$ cat config.mk
export PLATFORM = sky130hd
export DESIGN_NAME = hs_rr_arbiter
export DESIGN_NICKNAME = d
export VERILOG_FILES = /design/src/rtl/hs_rr_arbiter.sv
export SDC_FILE = /design/constraint.sdc
export NUM_CORES = 1
export LEC_CHECK = 0
export BUFFER_PORTS_ARGS = -buffer_cell sky130_fd_sc_hd__buf_2
export CAP_MARGIN = 30
export CORE_ASPECT_RATIO = 0.8
export CORE_MARGIN = 3
export CORE_UTILIZATION = 35
export CTS_BUF_LIST = sky130_fd_sc_hd__clkbuf_16
export DETAILED_ROUTE_END_ITERATION = 16
export GPL_ROUTABILITY_DRIVEN = 0
export GPL_TIMING_DRIVEN = 0
export PLACE_DENSITY = 0.56
export SYNTH_ARGS = -nofsm -noshare
export SYNTH_HDL_FRONTEND = slang
export SYNTH_SLANG_ARGS = --single-unit
$ cat constraint.sdc
create_clock -name clk -period 3.65 [get_ports clk]
set_clock_uncertainty 0.2 [all_clocks]
set_input_delay 0.1825 -clock clk [delete_from_list [all_inputs] [get_ports clk]]
set_output_delay 0.1825 -clock clk [all_outputs]
set_load 0.01 [all_outputs]
$ cat src/rtl/hs_rr_arbiter.sv
`default_nettype none
// ============================================================================
// Module   : hs_rr_arbiter
// Brief    : Round-robin packet arbiter that merges NUM_SRC valid/ready
//            streams onto one output through a two-entry main/skid buffer.
// Revision : 1.0
// ============================================================================
module hs_rr_arbiter #(
    parameter int WIDTH   = 8,
    parameter int NUM_SRC = 4,
    parameter int ID_W    = $clog2(NUM_SRC)
) (
    input  logic                     clk,
    input  logic                     s_rst,
    input  logic [NUM_SRC-1:0]       src_valid,
    input  logic [NUM_SRC*WIDTH-1:0] src_data,
    input  logic [NUM_SRC-1:0]       src_last,
    output logic [NUM_SRC-1:0]       src_ready,
    output logic                     dst_valid,
    output logic [WIDTH-1:0]         dst_data,
    output logic                     dst_last,
    output logic [ID_W-1:0]          dst_id,
    input  logic                     dst_ready
);

    localparam logic [0:0]      IDLE       = 1'b0;
    localparam logic [0:0]      LOCKED     = 1'b1;
    localparam logic [ID_W-1:0] C_LAST_SRC = ID_W'(NUM_SRC - 1);

    logic [0:0]       state_q,      state_d;
    logic [ID_W-1:0]  grant_q,      grant_d;
    logic [ID_W-1:0]  last_ptr_q,   last_ptr_d;

    logic             main_valid_q, main_valid_d;
    logic [WIDTH-1:0] main_data_q,  main_data_d;
    logic             main_last_q,  main_last_d;
    logic [ID_W-1:0]  main_id_q,    main_id_d;

    logic             skid_valid_q, skid_valid_d;
    logic [WIDTH-1:0] skid_data_q,  skid_data_d;
    logic             skid_last_q,  skid_last_d;
    logic [ID_W-1:0]  skid_id_q,    skid_id_d;

    logic             w_any_valid;
    logic [ID_W-1:0]  w_next_grant;
    int               w_dist;
    int               w_best_dist;
    logic             w_beat_valid;
    logic [WIDTH-1:0] w_beat_data;
    logic             w_beat_last;
    logic             w_ready_en;
    logic             w_accept;
    logic             w_drain;

    // Pick the valid source closest after last_ptr in circular order.
    always_comb begin
        w_any_valid  = 1'b0;
        w_next_grant = '0;
        w_best_dist  = NUM_SRC;
        w_dist       = 0;
        for (int i = 0; i < NUM_SRC; i++) begin
            w_dist = i - int'(last_ptr_q) - 1;
            if (w_dist < 0) begin
                w_dist = w_dist + NUM_SRC;
            end
            if (src_valid[i] && (w_dist < w_best_dist)) begin
                w_best_dist  = w_dist;
                w_next_grant = ID_W'(i);
                w_any_valid  = 1'b1;
            end
        end
    end

    always_comb begin
        w_beat_valid = 1'b0;
        w_beat_data  = '0;
        w_beat_last  = 1'b0;
        for (int i = 0; i < NUM_SRC; i++) begin
            if (grant_q == ID_W'(i)) begin
                w_beat_valid = src_valid[i];
                w_beat_data  = src_data[i*WIDTH +: WIDTH];
                w_beat_last  = src_last[i];
            end
        end
    end

    // Ready depends only on registered state, never on dst_ready.
    assign w_ready_en = (state_q == LOCKED) && !skid_valid_q;
    assign w_accept   = w_ready_en && w_beat_valid;
    assign w_drain    = main_valid_q && dst_ready;

    for (genvar gi = 0; gi < NUM_SRC; gi++) begin : g_ready
        assign src_ready[gi] = w_ready_en && (grant_q == ID_W'(gi));
    end

    always_comb begin
        state_d    = state_q;
        grant_d    = grant_q;
        last_ptr_d = last_ptr_q;
        case (state_q)
            IDLE: begin
                if (w_any_valid) begin
                    grant_d = w_next_grant;
                    state_d = LOCKED;
                end
            end
            LOCKED: begin
                if (w_accept && w_beat_last) begin
                    state_d    = IDLE;
                    last_ptr_d = grant_q;
                end
            end
            default: state_d = IDLE;
        endcase
    end

    always_comb begin
        main_valid_d = main_valid_q;
        main_data_d  = main_data_q;
        main_last_d  = main_last_q;
        main_id_d    = main_id_q;
        skid_valid_d = skid_valid_q;
        skid_data_d  = skid_data_q;
        skid_last_d  = skid_last_q;
        skid_id_d    = skid_id_q;
        if (w_drain) begin
            // A full skid blocks acceptance, so skid refill and accept never coincide.
            if (skid_valid_q) begin
                main_valid_d = 1'b1;
                main_data_d  = skid_data_q;
                main_last_d  = skid_last_q;
                main_id_d    = skid_id_q;
                skid_valid_d = 1'b0;
            end else if (w_accept) begin
                main_valid_d = 1'b1;
                main_data_d  = w_beat_data;
                main_last_d  = w_beat_last;
                main_id_d    = grant_q;
            end else begin
                main_valid_d = 1'b0;
            end
        end else if (w_accept) begin
            if (!main_valid_q) begin
                main_valid_d = 1'b1;
                main_data_d  = w_beat_data;
                main_last_d  = w_beat_last;
                main_id_d    = grant_q;
            end else begin
                skid_valid_d = 1'b1;
                skid_data_d  = w_beat_data;
                skid_last_d  = w_beat_last;
                skid_id_d    = grant_q;
            end
        end
    end

    always_ff @(posedge clk) begin
        if (s_rst) begin
            state_q      <= IDLE;
            grant_q      <= '0;
            last_ptr_q   <= C_LAST_SRC;
            main_valid_q <= 1'b0;
            main_data_q  <= '0;
            main_last_q  <= 1'b0;
            main_id_q    <= '0;
            skid_valid_q <= 1'b0;
            skid_data_q  <= '0;
            skid_last_q  <= 1'b0;
            skid_id_q    <= '0;
        end else begin
            state_q      <= state_d;
            grant_q      <= grant_d;
            last_ptr_q   <= last_ptr_d;
            main_valid_q <= main_valid_d;
            main_data_q  <= main_data_d;
            main_last_q  <= main_last_d;
            main_id_q    <= main_id_d;
            skid_valid_q <= skid_valid_d;
            skid_data_q  <= skid_data_d;
            skid_last_q  <= skid_last_d;
            skid_id_q    <= skid_id_d;
        end
    end

    assign dst_valid = main_valid_q;
    assign dst_data  = main_data_q;
    assign dst_last  = main_last_q;
    assign dst_id    = main_id_q;

endmodule
`default_nettype wire

==> reports/qor.txt <==
status = completed
core area = 5090 sq um
Power, Total = 1890 uW
critical path required time = 3.65 ns
Rows = 23
Max Cap Viol = 0
share of cells above drive strength 1 = 0.414
pre-CTS setup slack = 0.0143 ns
Pwr per Cell Area = 773 nW/um^2
crit path max-delay cell type = dfxtp_1
FF/Latch Area = 581 sq um
Worst path max stage delay = 0.33 ns
Final #Nets = 306
CTS Root Cell = clkbuf_16
fin worst setup slack = 0.261 ns
compound-cell area share of the yosys netlist = 0.167
number of global-route vias before repair = 1522
Seq/Total Area, Yosys = 0.309
RSZ-0062 raised after global routing = yes
Max VDD drop = 223 uV
WL/cell = 14.4 microns
Max-slew headroom = 0.542
CP Max Fanout = 8
total inserted antenna cells = 0
combinational family with the most area after synthesis = multiplexers
Synth Area in Adders = 0.0533
CP Cell Sequence = buf_4 -> inv_1 -> ha_1 -> xor2_2 -> inv_1 -> ha_1 -> inv_1 -> ha_1 -> o21a_1 -> a211oi_2 -> nor2_4 -> a21o_1 -> ha_1 -> a21oi_1 -> nor2_1 -> nor3b_2 -> o31ai_1 -> a21oi_1
CP startpoint kind = register
critical path arrival = 3.39 ns
Vias = 1586
drc violations = 0
r2r setup slk = 0.26 ns
worst-margin pin slew = 0.687 ns
Fillers = 505
H-tree level count = 2
Synth Flop Type = dfxtp_1
Multi-input gate area = 1200 sq um
Max Slew Vio Count = 0
first-pass GRT wire length = 7.49 mm
Ports = 59
Starting Density = 0.369
flops & latches, synth = 29
CTS buffer count = 5
DRT Pass-1 Iters = 4
WS Path Type = reg -> reg
crit-path leading delay family = adder cells
CTS clk-pin slew, worst paths = 0.05 ns
initial antenna violation count = 0
Critical Path End Type = register
Port Buffers = 57
Buffers & Inverters on Critical Path = 4
Syn Area/Cell = 9.94 sq um
Area Growth Syn to Fin = 30.4%
Synth Area in XOR/XNOR = 0.00932
Num Clock Sinks = 29
critical path's most frequent cell = ha_1
Final Hold Fails = 0
Die Y = 71.5 microns
grt total ovfl = 0
dpl hpwl = 3.42 mm
CTS tree = done
Synth Instances = 189
Post-DRT Antenna Nets = 0
number of library cell types mapped by synthesis = 41
simple-gate share of the synthesized area = 0.150
Final Critical Period = 3.39 ns
DIE AREA = 6290 sq um
Setup Viol. Count Final = 0
f_max = 0.295 GHz
area share of the largest cell type after synthesis = 0.309
Pleak = 0.00110 uW
largest net degree at the start of global routing = 11
total track usage = 0.156
Tcrit/Tclk final = 0.929
multiplexer share of the synthesized area = 0.244
area leader, netlist = dfxtp_1
ys async rst share = 0
Avg Vias per Cell = 4.99
initial drt markers = 81
Clock Path Buffers = 2
Die Width = 87.9 microns
Post-synth EDFFs = 0
Post-Syn Area = 1880 sq um
Synth warnings = 0
Setup Total Neg Slack = 0 ns
dominant cells by area after synthesis = dfxtp_1 (31%), mux2i_1 (13%), mux4_2 (11%)
WL final = 4.58 mm
Skew-Pair Late Insertion Delay = 0.27 ns
HP Class = in -> reg
==> cells in the mapped netlist, types with 2 or more instances <==
| master | instances |
|---|---|
| nor2_1 | 35 |
| a211o_1 | 2 |
| nor3_1 | 2 |
| nor3b_1 | 3 |
| a211oi_1 | 3 |
| nand4bb_1 | 2 |
| dfxtp_1 | 29 |
| nand3b_1 | 2 |
| inv_1 | 8 |
| a21oi_1 | 5 |
| mux2i_1 | 24 |
| nand2b_1 | 2 |
| clkbuf_1 | 3 |
| a211oi_2 | 11 |
| o21ai_0 | 3 |
| nand2_1 | 6 |
| buf_4 | 2 |
| buf_2 | 6 |
| o31ai_1 | 2 |
| ha_1 | 8 |
| mux4_2 | 9 |
| buf_6 | 3 |
==> placed cells by master, fill, tap and decap left out, drive strengths merged, types with 3 or more instances in the layout <==
master	n
buf	68
nor2	35
dfxtp	29
mux2i	24
a211oi	14
mux4	9
inv	9
ha	8
clkbuf	8
nand2	6
a21oi	5
nand2b	3
nor3	3
nor3b	3
o21ai	3
==> final timing paths <==
kind,end,cells past startpoint,from
setup / recovery,grant_q[0],18,last_ptr_q[0]
setup reg to reg,grant_q[0],18,last_ptr_q[0]
hold reg to reg,skid_id_q[0],2,skid_id_q[0]
hold / removal,state_q,3,src_valid[3]
==> state kept, by name, summed over array words and instances (netlist names) <==
signal and flops:
state_q 1, dst_valid 1, last_ptr_q 2, dst_id 2
skid_data_q 8, skid_id_q 2, dst_data 8, grant_q 2
skid_last_q 1, dst_last 1, skid_valid_q 1
==> worst reg2reg max path, stage by stage, from the launching register on <==
cell	delay (ns)
dfxtp_1	0.33
buf_4	0.16
inv_1	0.05
ha_1	0.21
xor2_2	0.17
inv_1	0.06
ha_1	0.27
inv_1	0.05
ha_1	0.28
o21a_1	0.12
a211oi_2	0.25
nor2_4	0.09
a21o_1	0.19
ha_1	0.28
a21oi_1	0.16
nor2_1	0.06
nor3b_2	0.17
o31ai_1	0.08
a21oi_1	0.13
==> cells by family after synthesis <==
logic type / after synthesis
xor gates and xnor gates: 2
buffers and inverters: 23
and+or+nand+nor: 58
AOI/OAI and AO/OA: 34
adders and majority gates: 8
muxes: 34
DFF: 29
other: 1
==> metrics by stage <==
step	util	cell area [sq um]	hold slack [ns]	instances
4_1_cts	0.476	2420	0.0798	318
2_1_floorplan	-	1880	0.0815	190
3_5_place_dp	0.441	2250	0.232	309
3_3_place_gp	0.441	2250	0.236	309
5_1_grt	0.481	2450	0.111	318
6_report	0.481	2450	0.0893	318
==> layer usage <==
layer | share of wire | routed length (microns) | up-vias | global-route usage
li1 | - | - | 812 | -
met1 | 0.50 | 2280 | 723 | 0.217
met2 | 0.43 | 1980 | 44 | 0.230
met3 | 0.060 | 277 | 7 | 0.0448
met4 | 0.010 | 47 | 0 | 0.0562
met5 | 0 | 0 | - | 0
==> repair_timing <==
item,4_1_cts,5_1_grt
endpoints found under the setup margin,1,2
buffers inserted,0,0
resized for setup,1,7
endpoints found under the hold margin,1,0
pin swaps,0,2
hold buffers,1,0
==> power breakdown <==
group	internal (uW)	switching, uW	leakage (uW)	total (uW)
sequential	388	35.3	0.000237	423
combinational	466	545	0.000784	1010
clock	319	142	0.0000775	461
total	1170	723	0.00110	1890
==> cell type report <==
| cell class | instances | share of cell area |
|---|---|---|
| inverter | 9 | 0.0138 |
| buffer | 14 | 0.0378 |
| tap | 62 | 0.0317 |
| clock inverter | 3 | 0.0169 |
| timing repair buffer | 58 | 0.121 |
| sequential | 29 | 0.237 |
| clock buffer | 5 | 0.0511 |
| multi-input combinational | 138 | 0.491 |
No activity file was read; power rests on OpenSTA's default activity.
